**src/rtl/dmem_arb_pkg.sv**
```systemverilog
// dmem_arb_pkg: requester indices, index type and read-return tag shared by the
// data-memory arbiter and its helpers.
package dmem_arb_pkg;

    typedef logic [1:0] req_idx_t;

    localparam req_idx_t REQ_CORE = 2'd0;
    localparam req_idx_t REQ_RX   = 2'd1;
    localparam req_idx_t REQ_TX   = 2'd2;
    localparam int       NREQ     = 3;

    typedef struct packed {
        logic     valid;
        req_idx_t idx;
    } rd_tag_t;

    function automatic logic [NREQ-1:0] onehot(input req_idx_t i);
        logic [NREQ-1:0] r;
        r = '0;
        r[i] = 1'b1;
        return r;
    endfunction

endpackage

```
**src/rtl/arb_wait_counter.sv**
```systemverilog
// arb_wait_counter: saturating count of consecutive lost arbitrations;
// urgent once the count reaches MAX_WAIT.
module arb_wait_counter #(
    parameter int MAX_WAIT = 3
) (
    input  logic i_clk,
    input  logic i_reset_n,
    input  logic i_lose,
    input  logic i_win,
    output logic o_urgent
);

    logic [2:0] cnt_q, cnt_d;

    always_comb begin
        cnt_d = i_win ? 3'd0 : (i_lose && cnt_q != 3'd7) ? cnt_q + 3'd1 : cnt_q;
        o_urgent = cnt_q >= 3'(MAX_WAIT);
    end

    always_ff @(posedge i_clk or negedge i_reset_n) begin
        if (!i_reset_n) cnt_q <= 3'd0;
        else            cnt_q <= cnt_d;
    end

endmodule

```
**src/rtl/dmem_arbiter.sv**
```systemverilog
// dmem_arbiter: shares the single-port data memory between core, UART RX and
// UART TX; core has fixed priority, RX/TX round-robin with starvation promotion.
module dmem_arbiter
    import dmem_arb_pkg::*;
#(
    parameter int ADDR_W   = 4,
    parameter int DATA_W   = 8,
    parameter int MAX_WAIT = 3
) (
    input  logic                   i_clk,
    input  logic                   i_reset_n,
    input  logic [NREQ-1:0]        i_req,
    input  logic [NREQ-1:0]        i_we,
    input  logic [NREQ*ADDR_W-1:0] i_addr,
    input  logic [NREQ*DATA_W-1:0] i_wdata,
    output logic [NREQ-1:0]        o_gnt,
    output logic [NREQ-1:0]        o_rvalid,
    output logic [DATA_W-1:0]      o_rdata,
    output logic                   o_mem_en,
    output logic                   o_mem_we,
    output logic [ADDR_W-1:0]      o_mem_addr,
    output logic [DATA_W-1:0]      o_mem_wdata,
    input  logic [DATA_W-1:0]      i_mem_rdata
);

    logic [NREQ-1:0]   elig;
    logic              urg_rx, urg_tx, hot_rx, hot_tx, win_v, win_rx, win_tx;
    req_idx_t          win, ptr_q, ptr_d, idx_q;
    logic              en_q, we_q;
    logic [ADDR_W-1:0] addr_q;
    logic [DATA_W-1:0] wdata_q;
    rd_tag_t           tag_q, tag_d;

    // The requester granted this cycle is masked so its held request is not served twice.
    always_comb begin
        elig   = i_req & ~o_gnt;
        hot_rx = elig[REQ_RX] & urg_rx;
        hot_tx = elig[REQ_TX] & urg_tx;
        win_v  = |elig;
        win    = (hot_rx && hot_tx)               ? ptr_q    :
                 hot_rx                           ? REQ_RX   :
                 hot_tx                           ? REQ_TX   :
                 elig[REQ_CORE]                   ? REQ_CORE :
                 (elig[REQ_RX] && elig[REQ_TX])   ? ptr_q    :
                 elig[REQ_RX]                     ? REQ_RX   : REQ_TX;
        win_rx = win_v && win == REQ_RX;
        win_tx = win_v && win == REQ_TX;
        ptr_d  = win_rx ? REQ_TX : win_tx ? REQ_RX : ptr_q;
        tag_d  = '{valid: en_q & ~we_q, idx: idx_q};
    end

    arb_wait_counter #(.MAX_WAIT(MAX_WAIT)) u_wait_rx (
        .i_clk     (i_clk),
        .i_reset_n (i_reset_n),
        .i_lose    (elig[REQ_RX] & ~win_rx),
        .i_win     (win_rx),
        .o_urgent  (urg_rx)
    );

    arb_wait_counter #(.MAX_WAIT(MAX_WAIT)) u_wait_tx (
        .i_clk     (i_clk),
        .i_reset_n (i_reset_n),
        .i_lose    (elig[REQ_TX] & ~win_tx),
        .i_win     (win_tx),
        .o_urgent  (urg_tx)
    );

    always_ff @(posedge i_clk or negedge i_reset_n) begin
        if (!i_reset_n) begin
            en_q    <= 1'b0;
            we_q    <= 1'b0;
            idx_q   <= REQ_CORE;
            addr_q  <= '0;
            wdata_q <= '0;
            ptr_q   <= REQ_RX;
            tag_q   <= '0;
        end else begin
            en_q  <= win_v;
            we_q  <= win_v & i_we[win];
            ptr_q <= ptr_d;
            tag_q <= tag_d;
            if (win_v) begin
                idx_q   <= win;
                addr_q  <= i_addr[win*ADDR_W +: ADDR_W];
                wdata_q <= i_wdata[win*DATA_W +: DATA_W];
            end
        end
    end

    // Read data comes straight from the memory's registered output, steered by the tag.
    assign o_gnt       = en_q ? onehot(idx_q) : '0;
    assign o_mem_en    = en_q;
    assign o_mem_we    = we_q;
    assign o_mem_addr  = addr_q;
    assign o_mem_wdata = wdata_q;
    assign o_rvalid    = tag_q.valid ? onehot(tag_q.idx) : '0;
    assign o_rdata     = tag_q.valid ? i_mem_rdata : '0;

endmodule

```
**config.mk**
```make
export PLATFORM = sky130hd
export DESIGN_NAME = dmem_arbiter
export DESIGN_NICKNAME = d
export VERILOG_FILES = /design/src/rtl/dmem_arb_pkg.sv /design/src/rtl/arb_wait_counter.sv /design/src/rtl/dmem_arbiter.sv
export SDC_FILE = /design/constraint.sdc
export NUM_CORES = 1
export LEC_CHECK = 0
export CORE_ASPECT_RATIO = 1.1
export CORE_MARGIN = 3
export CORE_UTILIZATION = 39
export DETAILED_ROUTE_END_ITERATION = 10
export PLACE_DENSITY = 0.8
export SKIP_CTS_REPAIR_TIMING = 1
export SYNTH_ARGS = -nofsm -noshare
export SYNTH_HDL_FRONTEND = slang
export SYNTH_SLANG_ARGS = --single-unit
```
**constraint.sdc**
```tcl
create_clock -name i_clk -period 2.8 [get_ports i_clk]
set_input_delay 0.28 -clock i_clk [delete_from_list [all_inputs] [get_ports i_clk]]
set_output_delay 0.28 -clock i_clk [all_outputs]
set_load 0.02 [all_outputs]
```
== Yosys cells after proc, flatten, opt, wreduce, memory -nomap -nowiden ==
Index checks and enable logic that the tools add are counted.

* Flip-flop bits (word level): 27
* Input bits: 52
* Output and inout port bits: 28
* Word-level logic and storage cells: 69

* Add/subtract/negate cells: 2
* Magnitude comparators: 7
* Equal/unequal tests: 4
* Shift operators: 2
* Multiplexer cells: 21
* Bitwise operators: 11
* Reduce and logical (&&, ||, !) cells: 12

{| class="wikitable"
|+ Operator list
! kind !! number
|-
| $shiftx A24 B6 Y8 || 1
|-
| $mux W3 || 6
|-
| $mux W2 || 8
|-
| $shiftx A12 B5 Y4 || 1
|-
| $lt A2 B3 Y1 const B || 3
|-
| $logic_and A1 B1 Y1 || 8
|-
| $mux W8 || 1
|-
| $add A3 B1 Y3 const B || 2
|-
| $and A1 B1 Y1 || 6
|-
| $ge A3 B2 Y1 const B || 2
|-
| $ne A3 B3 Y1 const B || 2
|-
| $reduce_bool A2 Y1 || 3
|-
| $demux W1 S2 || 2
|-
| $ge A2 B1 Y1 const B || 2
|-
| $and A3 B3 Y3 || 1
|-
| $mux W1 || 3
|-
| $not A1 Y1 || 3
|-
| $not A3 Y3 || 1
|-
| $reduce_or A3 Y1 || 1
|-
| $bmux W1 S2 || 1
|-
| $eq A2 B1 Y1 const B || 1
|-
| $eq A2 B2 Y1 const B || 1
|}

== Longest topological paths before layout ==
* Depth after elaboration: 20
* Mapped depth: 10
* Mapped depth without buffers: 8

== Hierarchy ==
Synthesis repeated with hierarchy kept, for this count alone.

* Cells, all modules: 198
* Area total of the unflattened synthesis: 1,840.5 µm²

{| class="wikitable"
|+ By module, submodules not included
! module !! instances !! cells an instance !! area each (µm²)
|-
| dmem_arbiter || 1 || 164 || 1,442.6
|-
| arb_wait_counter || 2 || 17 || 198.9
|}

== Least setup slack after synthesis ==
Ideal clock, no wire load.

* Path type: flip-flop to flip-flop
* Start point: register u_wait_rx.cnt_q[0]
* End point: register wdata_q[2] (netlist: o_mem_wdata[2])
* Setup time: 0.126 ns
* Arrival time: 2.326 ns
* Data required time: 2.674 ns
* Setup slack: 0.349 ns
* Stages on the path, launching flop included: 9
* Period minus slack after synthesis: 2.451 ns
* Cells stage by stage: dfrtp_1 > ha_1 > ha_1 > a211o_1 > maj3_1 > o221ai_4 > mux2i_1 > nor2_1 > a221o_1

* Word-level cells in the longest chain between the ends: 5
* Elaborated cells on any way between the ends: 6

{| class="wikitable"
|+ Ends and longest elaborated chain
! what !! RTL line !! source
|-
| start, declared || arb_wait_counter.sv:13 || <nowiki>logic [2:0] cnt_q, cnt_d;</nowiki>
|-
| start signal, assigned || arb_wait_counter.sv:22 || <nowiki>else cnt_q <= cnt_d;</nowiki>
|-
| $ge A3 B2 Y1 (*) || arb_wait_counter.sv:17 || <nowiki>o_urgent = cnt_q >= 3'(MAX_WAIT);</nowiki>
|-
| $and A1 B1 Y1 (*) || dmem_arbiter.sv:37 || <nowiki>hot_rx = elig[REQ_RX] & urg_rx;</nowiki>
|-
| $mux W2 / $logic_and A1 B1 Y1 (equally long branches) || dmem_arbiter.sv:41, dmem_arbiter.sv:40 ||
|-
| $mux W2 (*) || dmem_arbiter.sv:40 || <nowiki>win = (hot_rx && hot_tx) ? ptr_q :</nowiki>
|-
| $shiftx A24 B6 Y8 (*) || dmem_arbiter.sv:85 || <nowiki>wdata_q <= i_wdata[win*DATA_W +: DATA_W];</nowiki>
|-
| end signal, assigned || dmem_arbiter.sv:85 ||
|-
| end, declared || dmem_arbiter.sv:31 || <nowiki>logic [DATA_W-1:0] wdata_q;</nowiki>
|}

Every way passes the cells marked *; elsewhere a longest branch is shown, timed or not.
A chain may end at the register's enable or synchronous reset.

== Final worst setup path ==
Same ends and word-level chain as after synthesis.

==> summary by stage <==
Timing
The maximum operating frequency is 0.3883 GHz. Setup repair after global routing left no endpoint under its margin. After layout, the worst setup slack is 0.2244 ns. The transition at the pin with the smallest max-transition slack is 0.5447 ns.

The worst relative slew slack is 63.47%. On the final layout, the worst clock skew is 0.008614 ns. The worst path uses 91.98% of the clock period. The worst hold slack is 0.3801 ns.

The count of pins over their slew limit was 0. The smallest clock period supported by the final layout is computed as 2.576 ns. The number of hold violations in the final report is 0. The number of setup violations in the final report is 0. For the final routed database, the setup TNS stands at 0 ns.

Placed design
The congestion estimate from routability-driven global placement came to 0.7559. At the placement stage, the worst setup path has a slack of 0.2440 ns. The number of buffers added on ports is 79. The instance area at placement is 2384 sq um.

The placed wire-length estimate is 3173 um. After detailed placement, the design holds a cell count of 272.

Hold path
The worst hold path belongs to the class in -> async.

Synthesis
Summed over all instances, the cell type with the most area after synthesis is dfrtp_1. In this run, synthesis inferred 0 flip-flops with an integrated enable. By instance count, the leading cell after synthesis is dfrtp_1. The async set or reset register ratio after synthesis is 100.0%. After synthesis, the cell types taking the most area are dfrtp_1, mux2i_1, ha_1. The synthesized design devotes to its leading area cell type 42.76% of total area. The total number of yosys warnings is 0. The post-synthesis average cell area is 10.64 sq um. In this run, synthesis produced a sequential element count of 27. Synthesis produced a netlist whose cell count is 143. In the synthesized netlist the dominant register cell turns out to be dfrtp_1. Counting every net in the synthesized netlist gives 201. The number of library cell types mapped by synthesis is 39. The share of the yosys chip area belonging to registers is 44.49%. By count the netlist is led by dfrtp_1, mux2i_1, nor2_1, o21ai_0, and2_1. The mapped cell area is 1521 sq um.

Pwr
The worst supply voltage drop on vdd is 0.4449 mV. The reported leakage power is 1.087 nW. The power density of the placed cells is 1029 nW/um^2. The design draws 2.503 mW.

Global routing
The pin count of the biggest net entering global routing is 28. The global-route total usage across every layer is 17.41%. The total global routing overflow is 0. The number of antenna violations at the first check in global routing is 0. The number of global-route vias before repair is 1,430. The first global-routing pass estimated 6368 um of wire.

Layout
The area growth from synthesis to layout is 59.87%. Of the cells placed in the final design, the portion with a size suffix greater than 1 is 7.522%. The post-route cell area is 2432 sq um. The finished layout holds 276 standard cells, fillers aside. The number of nets at the end of the flow is 285. For this run, the share of the core covered by cells in the final layout is 66.03%. The antenna diode count is 0.

Detailed routing
The detailed-routing iteration count for the pre-antenna-repair pass is 4. The vias after detailed routing is 1,416. Using the TritonRoute via totals, the vias-per-cell ratio works out to 5.130. In the final routed layout, each cell accounts on average for 13.87 um. The remaining antenna violation count is 0. The detailed-route DRC error count is 0. The final wirelength is 3827 um. For this block, the initial DRC count from the detailed router was 40.

Floorplanning
The number of I/O pins is 80. The die height is 71.51 um. The die covers 4687 sq um. In this run the standard cell core region covers 3684 sq um. The cell row count is 23.

In this run the horizontal extent of the chip is 65.55 um. The initial cell density of the core is 41.30%.

Worst setup path
The worst setup path is launched from a register. In this run the critical register-to-register path is launched from u_wait_rx.cnt_q[0]. The worst register-to-register path has a depth of 9. STA classifies the critical path endpoint as a register. Across all register-to-register paths, the minimum setup slack is 0.22 ns. The data required time at the worst endpoint is 3.02 ns. The endpoint of the lowest-slack register-to-register path is o_mem_wdata[2].

The critical path depth is 9. The class of the most critical setup path is reg -> reg. Following the worst setup path forward leads to its endpoint at o_mem_wdata[2]. The family with the most delay on the worst path is compound AO/OA/AOI/OAI gates. The signal on the critical path passes through ha_1 > ha_1 > a211o_1 > buf_4 > a21oi_1 > o211a_1 > a21o_1 > nor2b_2 > a221o_1.

Along the worst path, the maximum fanout reaches 10. The largest stage delay on the critical path is 0.46 ns. The number of buffers and inverters on the critical path is 1. The arrival time at the worst endpoint is 2.80 ns. The most critical setup path has its startpoint at u_wait_rx.cnt_q[0]. In this design, the critical path's most frequently occurring cell is ha_1. On the critical path, the stage with the largest delay is an instance of nor2b_2.

CTS
TritonCTS built the clock tree. The CTS root buffer is clkbuf_8. For this design, the sink count on the clock tree is 27. In this run the number of H-tree levels came out at 1. Clock tree synthesis inserted a total of 3 buffers. The clock tree buffer depth is 2.

After clock tree synthesis, the clock-pin slew on the worst setup and hold paths is 0.10 ns. The insertion delay to the later sink of the worst-skew pair is 0.28 ns.

Run status
The flow ran to the end, and the final reports show no timing, DRC or antenna violations.

Job
Max-cap violations in this run came to 0.
-- cell type report --
class                           instances  area (sq um)
Timing Repair Buffer                   85         835.8
Fill cell                             328          1251
Inverter                                7         26.28
Clock buffer                            3         41.29
Clock inverter                          1         7.507
Sequential cell                        27         676.9
Tap cell                               50         62.56
Multi-Input combinational cell        103         782.0
-- logic make-up after synthesis --
family                   Yosys count  share of synthesized area, %
adder cells (fa/ha/maj)            7                         5.592
AO/OA/AOI/OAI                     40                         21.22
AND/OR/NAND/NOR                   41                         14.89
buffers and inverters             13                         4.112
flip-flops                        27                         44.49
XOR/XNOR                           2                         1.152
multiplexers                      13                         8.552
-- power breakdown --
group          total (mW)  switching (mW)  internal, mW
clock network       0.227           0.125         0.101
registers           0.739           0.152         0.588
logic                1.54           0.777         0.760
-- how the worst min path moves through the flow --
stage / start / endpoint / slack, ns
final: i_reset_n / o_mem_wdata[2] / 0.38
after global routing: i_reset_n / o_mem_wdata[2] / 0.41
after CTS: i_reset_n / o_mem_wdata[2] / 0.39
after detailed placement: o_mem_we / tag_q[2] / 0.42
after global placement: o_mem_we / tag_q[2] / 0.41
after floorplan: i_reset_n / idx_q[0] / -0.02
-- metal layers --
| layer | GRT usage [%] | vias up | part of all wire, % | routed length [um] |
|---|---|---|---|---|
| met5 | 0 | - | 0 | 0 |
| met4 | 6.912 | 0 | 1.6 | 61 |
| met3 | 5.486 | 4 | 9.4 | 358 |
| met2 | 30.15 | 64 | 49 | 1884 |
| met1 | 19.78 | 666 | 40 | 1522 |
| li1 | - | 682 | - | - |
-- state kept, by name (all words and copies together), names as in the netlist --
name and cells:
idx_q 2, o_mem_addr 4, o_mem_en 1, o_mem_wdata 8
o_mem_we 1, ptr_q 2, tag_q 3, u_wait_rx.cnt_q 3
u_wait_tx.cnt_q 3
-- layout by cell type (no fill, tap or decap), types with 2 or more instances in the layout --
cell type | netlist | routed
clkdlybuf4s50_1 | 0 | 79
dfrtp_1 | 26 | 26
nor2_1 | 13 | 13
mux2i_1 | 13 | 13
o21ai_0 | 10 | 10
and2_1 | 9 | 9
a22oi_1 | 8 | 8
inv_1 | 7 | 7
nand2_1 | 7 | 7
ha_1 | 6 | 6
buf_4 | 1 | 6
a221o_1 | 4 | 4
a211oi_1 | 3 | 3
a21oi_1 | 3 | 3
clkbuf_8 | 0 | 3
nand3b_1 | 2 | 2
and3b_1 | 2 | 2
a211o_1 | 2 | 2
o211a_1 | 2 | 2
xnor2_1 | 2 | 2
Power figures use the tool's default switching activity.
